--- config.mk ---
export PLATFORM = sky130hd
export DESIGN_NAME = alu16_seq
export DESIGN_NICKNAME = d
export VERILOG_FILES = /design/src/rtl/alu16_seq.sv
export SDC_FILE = /design/constraint.sdc
export NUM_CORES = 1
export LEC_CHECK = 0
export CAP_MARGIN = 30
export CORE_MARGIN = 2
export CORE_UTILIZATION = 58
export DETAILED_ROUTE_END_ITERATION = 7
export HOLD_SLACK_MARGIN = 0.12
export PLACE_DENSITY = 0.82
export SLEW_MARGIN = 20
export SYNTH_ARGS = -nofsm -noshare
export SYNTH_HDL_FRONTEND = slang
export SYNTH_SLANG_ARGS = --single-unit
--- constraint.sdc ---
create_clock -name clk -period 3.3 [get_ports clk]
set_input_delay 0.99 -clock clk [delete_from_list [all_inputs] [get_ports clk]]
set_output_delay 0.99 -clock clk [all_outputs]
set_load 0.05 [all_outputs]
--- src/rtl/alu16_seq.sv ---
// Execute-stage ALU: single-cycle logic/arithmetic ops plus an iterative
// 1-bit-per-cycle SLL/SRA, with a start/busy/done handshake for the control FSM.
module alu16_seq #(
   parameter int WIDTH   = 16,
   parameter int SHAMT_W = 4
) (
   input  logic             clk,
   input  logic             reset,
   input  logic             start,
   input  logic [3:0]       Operacioni,
   input  logic [WIDTH-1:0] A,
   input  logic [WIDTH-1:0] B,
   output logic [WIDTH-1:0] Result,
   output logic             Zero,
   output logic             Overflow,
   output logic             Illegal,
   output logic             busy,
   output logic             done
);

   localparam logic [3:0] OP_AND  = 4'b0000;
   localparam logic [3:0] OP_SLT  = 4'b0001;
   localparam logic [3:0] OP_OR   = 4'b0010;
   localparam logic [3:0] OP_XOR  = 4'b0011;
   localparam logic [3:0] OP_ADD  = 4'b0100;
   localparam logic [3:0] OP_SLL  = 4'b0110;
   localparam logic [3:0] OP_SRA  = 4'b0111;
   localparam logic [3:0] OP_SUB  = 4'b1100;
   localparam logic [3:0] OP_SUBI = 4'b1101;

   localparam logic [SHAMT_W-1:0] CNT_ONE  = {{(SHAMT_W-1){1'b0}}, 1'b1};
   localparam logic [WIDTH-1:0]   RES_ONE  = {{(WIDTH-1){1'b0}}, 1'b1};

   typedef enum logic [1:0] {
      IDLE  = 2'b00,
      SHIFT = 2'b01,
      DONE  = 2'b10
   } state_t;

   state_t             state_q, state_d;
   logic [WIDTH-1:0]   shReg_q, shReg_d;
   logic [SHAMT_W-1:0] cnt_q, cnt_d;
   logic               left_q, left_d;
   logic [WIDTH-1:0]   result_q, result_d;
   logic               zero_q, zero_d;
   logic               ovf_q, ovf_d;
   logic               illegal_q, illegal_d;

   logic [WIDTH-1:0]   aluRes;
   logic               aluOvf;
   logic               isLegal;
   logic               isShift;
   logic [WIDTH-1:0]   shiftNext;

   // Single-cycle datapath, evaluated straight from the live inputs at acceptance.
   always_comb begin
      aluRes  = '0;
      aluOvf  = 1'b0;
      isLegal = 1'b1;
      isShift = 1'b0;
      case (Operacioni)
         OP_AND: aluRes = A & B;
         OP_OR:  aluRes = A | B;
         OP_XOR: aluRes = A ^ B;
         OP_ADD: begin
            aluRes = A + B;
            aluOvf = (A[WIDTH-1] == B[WIDTH-1]) && (aluRes[WIDTH-1] != A[WIDTH-1]);
         end
         OP_SUB, OP_SUBI: begin
            aluRes = A - B;
            aluOvf = (A[WIDTH-1] != B[WIDTH-1]) && (aluRes[WIDTH-1] != A[WIDTH-1]);
         end
         OP_SLT: aluRes = ($signed(A) < $signed(B)) ? RES_ONE : '0;
         OP_SLL, OP_SRA: isShift = 1'b1;
         default: isLegal = 1'b0;
      endcase
   end

   assign shiftNext = left_q ? {shReg_q[WIDTH-2:0], 1'b0}
                             : {shReg_q[WIDTH-1], shReg_q[WIDTH-1:1]};

   // Result and flags only change on a completion edge, so a shift in flight
   // leaves the previous op's outputs visible until it finishes.
   always_comb begin
      state_d   = state_q;
      shReg_d   = shReg_q;
      cnt_d     = cnt_q;
      left_d    = left_q;
      result_d  = result_q;
      zero_d    = zero_q;
      ovf_d     = ovf_q;
      illegal_d = illegal_q;
      case (state_q)
         IDLE: begin
            if (start) begin
               if (!isLegal) begin
                  result_d  = '0;
                  zero_d    = 1'b1;
                  ovf_d     = 1'b0;
                  illegal_d = 1'b1;
                  state_d   = DONE;
               end else if (isShift) begin
                  shReg_d = A;
                  cnt_d   = B[SHAMT_W-1:0];
                  left_d  = (Operacioni == OP_SLL);
                  if (B[SHAMT_W-1:0] == '0) begin
                     result_d  = A;
                     zero_d    = (A == '0);
                     ovf_d     = 1'b0;
                     illegal_d = 1'b0;
                     state_d   = DONE;
                  end else begin
                     state_d = SHIFT;
                  end
               end else begin
                  result_d  = aluRes;
                  zero_d    = (aluRes == '0);
                  ovf_d     = aluOvf;
                  illegal_d = 1'b0;
                  state_d   = DONE;
               end
            end
         end
         SHIFT: begin
            shReg_d = shiftNext;
            cnt_d   = cnt_q - CNT_ONE;
            if (cnt_q == CNT_ONE) begin
               result_d  = shiftNext;
               zero_d    = (shiftNext == '0);
               ovf_d     = 1'b0;
               illegal_d = 1'b0;
               state_d   = DONE;
            end
         end
         DONE:    state_d = IDLE;
         default: state_d = IDLE;
      endcase
   end

   always_ff @(posedge clk or posedge reset) begin
      if (reset) begin
         state_q   <= IDLE;
         shReg_q   <= '0;
         cnt_q     <= '0;
         left_q    <= 1'b0;
         result_q  <= '0;
         zero_q    <= 1'b0;
         ovf_q     <= 1'b0;
         illegal_q <= 1'b0;
      end else begin
         state_q   <= state_d;
         shReg_q   <= shReg_d;
         cnt_q     <= cnt_d;
         left_q    <= left_d;
         result_q  <= result_d;
         zero_q    <= zero_d;
         ovf_q     <= ovf_d;
         illegal_q <= illegal_d;
      end
   end

   assign Result   = result_q;
   assign Zero     = zero_q;
   assign Overflow = ovf_q;
   assign Illegal  = illegal_q;
   assign busy     = (state_q != IDLE);
   assign done     = (state_q == DONE);

endmodule

==> summary.md, run 1 <==
| Metric | Value |
|---|---|
| Outcome | did not finish |
| Last stage | 5_1_grt |
| First Error | [ERROR GRT-0232] Routing congestion too high. Check the congestion heatmap in the GUI. |
| GRT overflow | 28 |
| Yosys warning total | 0 |
| Area of placed instances | slightly above 0.007 mm^2 |
| Ys flop type | dfrtp_1 |
| Die Height | around 98 um |
| Syn avg cell area | about 7.6 um^2 |
| Row cnt | 34 |
| Post-synth cell types | 69 |
| CTS Hold Bufs | 0 |
| Worst endpoint type | register data pin |
| GRT Total Usage | 81.0% |
| Clock Sinks | 42 |
| Synth area leaders | dfrtp_1 (21%), ha_1 (13%), a21oi_1 (5.1%), nor2_1 (4.8%), inv_1 (3.8%) |
| Num CTS Buffers | 5 |
| Initial Util | 59.3% |
| HPWL Detailed | approximately 16000 um |
| Syn Std Cell Area | between 0.005 and 0.006 mm^2 |
| Port Buffer Count | approximately 60 |
| GPL Wtd Cong | 1.05 |
| Async set or reset register ratio after synthesis | 100% |
| Top-level I/O count | 60 |
| GRT worst endpoint | Zero$_DFFE_PP0P_/D |
| Cell taking the most area after synthesis | dfrtp_1 |
| H-tree Lvls | 2 |
| Net count after synthesis | 773 |
| Largest net degree at the start of global routing | 43 |
| Post-synth EDFFs | 0 |
| Register area share after synthesis | 20.5% |
| Die width | about 100 um |
| Root Driver | clkbuf_8 |
| Yosys reg bits | 42 |
| Post-synthesis cell count | 677 |
| Deepest clock path buffer count | 2 |
| Placed cell count | 991 |
| Area share of the largest cell type after synthesis | around 21% |
cells in the mapped netlist, drive strengths merged, types with 11 or more instances:
library cell / instances
clkbuf: 29
a21oi: 52
inv: 52
buf: 16
mux2i: 14
nor2: 65
nand2b: 16
ha: 55
nor4: 11
nand3: 19
nor3: 15
nand2: 50
o21ai: 37
dfrtp: 42
o211ai: 16
nor2b: 11
stage by stage:
| step | setup TNS (ps) | worst slack (ps) |
|---|---|---|
| 2_1_floorplan | -140 | -140 |
| 3_3_place_gp | -9000 | -978 |
| 3_5_place_dp | -10270 | -1070 |
| 4_1_cts | -189 | -189 |
repair_timing:
action                                 CTS
resized for setup                      187
pin swaps                               48
endpoints found under the hold margin    0
setup endpoints to repair               14
setup buffers                           30
per-layer routing:
metal | GRT overflow | track usage (%)
met1 | 0 | 81.6
met2 | 16 | 95.7
met3 | 1 | 67.8
met4 | 10 | 82.6
met5 | 1 | 18.5
cell families after synthesis:
| logic type | after synthesis | share of synthesized area [%] |
|---|---|---|
| multiplexers | 19 | 3.83 |
| AO/OA/AOI/OAI | 231 | 31.5 |
| AND/OR/NAND/NOR | 230 | 22.4 |
| XOR/XNOR | 1 | 0.171 |
| buffers and inverters | 97 | 7.38 |
| adder cells (fa/ha/maj) | 57 | 14.2 |
| flip-flops | 42 | 20.5 |
==> run 2, diff against run 1 <==
--- a/config.mk
+++ b/config.mk
@@ -7,10 +7,9 @@
 export LEC_CHECK = 0
 export CAP_MARGIN = 30
 export CORE_MARGIN = 2
-export CORE_UTILIZATION = 58
+export CORE_UTILIZATION = 40
 export DETAILED_ROUTE_END_ITERATION = 7
-export HOLD_SLACK_MARGIN = 0.12
-export PLACE_DENSITY = 0.82
+export PLACE_DENSITY_LB_ADDON = 0.15
 export SLEW_MARGIN = 20
 export SYNTH_ARGS = -nofsm -noshare
 export SYNTH_HDL_FRONTEND = slang
==> run 2 against run 1 <==
The flow now finishes, with violations (setup timing). Synthesized cell count unchanged. Area after synthesis unchanged.
==> summary.md, run 2 <==
| Metric | Value |
|---|---|
| Worst Path Arrival | 3720 ps |
| Post-synthesis cell count | 677 (unchanged) |
| Ys flop type | dfrtp_1 |
| Die width | 117 um (+20%) |
| Pwr Density | roughly 420 mW/mm^2 |
| Worst hold path type | flip-flop to flip-flop |
| Critical Path Max Stage Delay | 570 ps |
| Synth top cells by count | nor2_1 (65), ha_1 (55), a21oi_1 (52), inv_1 (52), nand2_1 (50) |
| H-tree Lvls | 2 (unchanged) |
| HPWL Detailed | 16200 um (+3.1%) |
| Yosys reg bits | 42 (unchanged) |
| Clk pwr share | between 10% and 20% |
| Syn Std Cell Area | 0.00512 mm^2 (unchanged) |
| Fillers | 1036 |
| Clk slew on worst S/H paths | roughly 60 ps |
| Final Worst Setup Slack | -237 ps |
| Antenna viol nets, final | 0 |
| Yosys warning total | 0 (unchanged) |
| Maxcap violations | 0 |
| Most frequent cells in the layout | buf_4 (242), nor2_1 (62), nand2_1 (49) |
| Residual DRC | 0 |
| Syn avg cell area | 7.57 um^2 (unchanged) |
| Largest net degree at the start of global routing | 38 |
| Setup tns final | -257 ps |
| Most common cell in the synthesized netlist | nor2_1 |
| GPL Wtd Cong | 0.959 (-8.3%) |
| Num CTS Buffers | 5 (unchanged) |
| Cell taking the most area after synthesis | dfrtp_1 |
| Critical path's slowest cell | or4b_4 |
| Clock Sinks | 42 (unchanged) |
| Aggregate routed wire length | around 21000 um |
| Violated checks | setup timing |
| Global-route wire length before repair | around 33000 um |
| Crit path top cell by count | buf_4 |
| Worst hold margin | slightly below 500 ps |
| Synth area leaders | dfrtp_1 (21%), ha_1 (13%), a21oi_1 (5.1%), nor2_1 (4.8%), inv_1 (3.8%) |
| Net count after synthesis | 773 (unchanged) |
| Commonest non-fill, non-tap cell in the layout | buf_4 |
| Nets | 1050 |
| Min cycle time layout | ~3500 ps |
| Die area | around 0.014 mm^2 |
| Slew Viols, Final | 0 |
| Deepest clock path buffer count | 2 (unchanged) |
| Max IR drop VDD | about 0.23 mV |
| CTS tree | built |
| Port Buffer Count | 59 (unchanged) |
| Area of placed instances | 0.00740 mm^2 (+3.4%) |
| Initial drt markers | 667 |
| Via-to-Cell Ratio | between 5 and 6 |
| Period utilization | 107% |
| Register area share after synthesis | 20.5% (unchanged) |
| CTS Hold Bufs | 0 (unchanged) |
| Fraction of layout cells with a size suffix above 1 | between 40% and 50% |
| Outcome | complete, but fails checks |
| Vias in the first global route | 6366 |
| Crit Path Max Fanout | 5 |
| Area growth from synthesis to layout | 68.5% |
| Pleak | a little under 4 nW |
| Antenna Cells | 0 |
| WL per Instance | 19.0 um |
| Vias | between 6k and 7k |
| Core Box Area | 0.0126 mm^2 |
| Row cnt | 41 (+21%) |
| CP Data Required Time | about 3500 ps |
| GRT overflow | 0 |
| Hold Violations, Final | 0 |
| Cells along the critical path | dlygate4sd2_1 -> buf_4 -> ha_4 -> nor2_4 -> a211o_1 -> a2bb2oi_4 -> buf_4 -> a221oi_2 -> a21oi_2 -> nor3_1 -> nand4_1 -> or4b_4 -> o41ai_2 |
| Post-synth EDFFs | 0 (unchanged) |
| Router iterations before antenna repair | 6 |
| Worst Path Class, Setup | primary input to flip-flop |
| Max_slew headroom | between 40% and 50% |
| Part of the power in combinational logic | 60.8% |
| Async set or reset register ratio after synthesis | 100% (unchanged) |
| GRT Total Usage | between 30% and 40% |
| # setup viols final | 2 |
| Die Height | 117 um (+20%) |
| Initial antenna violation count | 0 |
| Net Sw Frac | between 40% and 50% |
| Clk_lat worst skew | roughly 290 ps |
| Type of element capturing the critical path | flip-flop |
| Setup Skew | 5.16 ps |
| Top-level I/O count | 60 (unchanged) |
| Pint | between 2 and 2.5 mW |
| Psw | about 1.6 mW |
| Initial Util | 40.8% (-19 points) |
| Cell area after layout | ~0.0086 mm^2 |
| FMAX | roughly 0.28 GHz |
| Post-synth cell types | 69 (unchanged) |
| Area share of the largest cell type after synthesis | 20.5% (unchanged) |
| Sequential share of power | between 20% and 30% |
| Root Driver | clkbuf_16 |
| RSZ-0062 raised after global routing | yes |
| Least-Margin Pin Slew | ~800 ps |
| Startpoint class of the critical path | primary input |
[run 2: worst max-delay path: cells and delay by family]
kind                     cells  cell delay [ps]
AO/OA/AOI/OAI                5             1040
AND/OR/NAND/NOR              4              950
buffers and inverters        3              530
adder cells (fa/ha/maj)      1              200
[run 2: path summary, 6_finish.rpt]
kind / from / end / slack (ps) / depth (start not counted)
max in group asynchronous: reset / cnt_q[2] / 1730 / 4
hold reg to reg: Result[7] / Result[7] / 490 / 1
hold / removal: Result[7] / Result[7] / 490 / 1
min in group asynchronous: reset / Result[9] / 950 / 2
setup reg to reg: state_q[0] / Zero / 620 / 9
setup / recovery: A[3] / Zero / -240 / 13
[run 2: cell type report]
| class | count | area (um^2) | area share [%] |
|---|---|---|---|
| repair buffers | 315 | 2550 | 29.6 |
| multi-input cells | 538 | 4460 | 51.7 |
| flip-flops and latches | 42 | 1050 | 12.2 |
| clock inverters | 1 | 5.00 | 0.0580 |
| well taps | 172 | 215 | 2.49 |
| inverters | 52 | 201 | 2.33 |
| clock buffers | 7 | 143 | 1.65 |
[run 2: metrics by stage]
step	worst slack (ps)	std cells	total power [mW]	util (%)
after detailed placement	-1100	1075	2.86	58.9
after CTS	-298	1108	3.48	64.5
after floorplan	-140	677	2.06	-
after global placement	-972	1075	2.83	58.9
after global routing	-364	1127	3.85	68.7
final	-237	1127	3.62	68.7
[run 2: cell families after synthesis]
family                     count (synthesis)  share of synthesized area, %
AOI/OAI and AO/OA                        231                          31.5
xor gates and xnor gates                   1                         0.171
adders and majority gates                 57                          14.2
buffers and inverters                     97                          7.38
DFF                                       42                          20.5
muxes                                     19                          3.83
and+or+nand+nor                          230                          22.4
[run 2: routing by layer]
layer,vias up,routed length (um),GRT usage [%]
met3,49,1410,2.63
met5,-,0,0
met1,3169,9040,41.3
met2,303,10500,53.5
met4,0,528,8.94
li1,3065,-,-
[run 2: repair_timing]
item	in CTS	in global routing
buffers inserted	26	21
pin swaps	35	49
setup endpoints to repair	15	14
gates resized for setup	157	100
[run 2: power groups by stage]
stage / logic (mW) / clock network, mW / registers [mW]
2_1_floorplan: 0.875 / 0 / 1.18
3_3_place_gp: 1.91 / 0 / 0.919
3_5_place_dp: 1.93 / 0 / 0.928
4_1_cts: 2.05 / 0.503 / 0.923
5_1_grt: 2.36 / 0.528 / 0.959
6_report: 2.20 / 0.496 / 0.927
No activity file was read; power rests on OpenSTA's default activity.
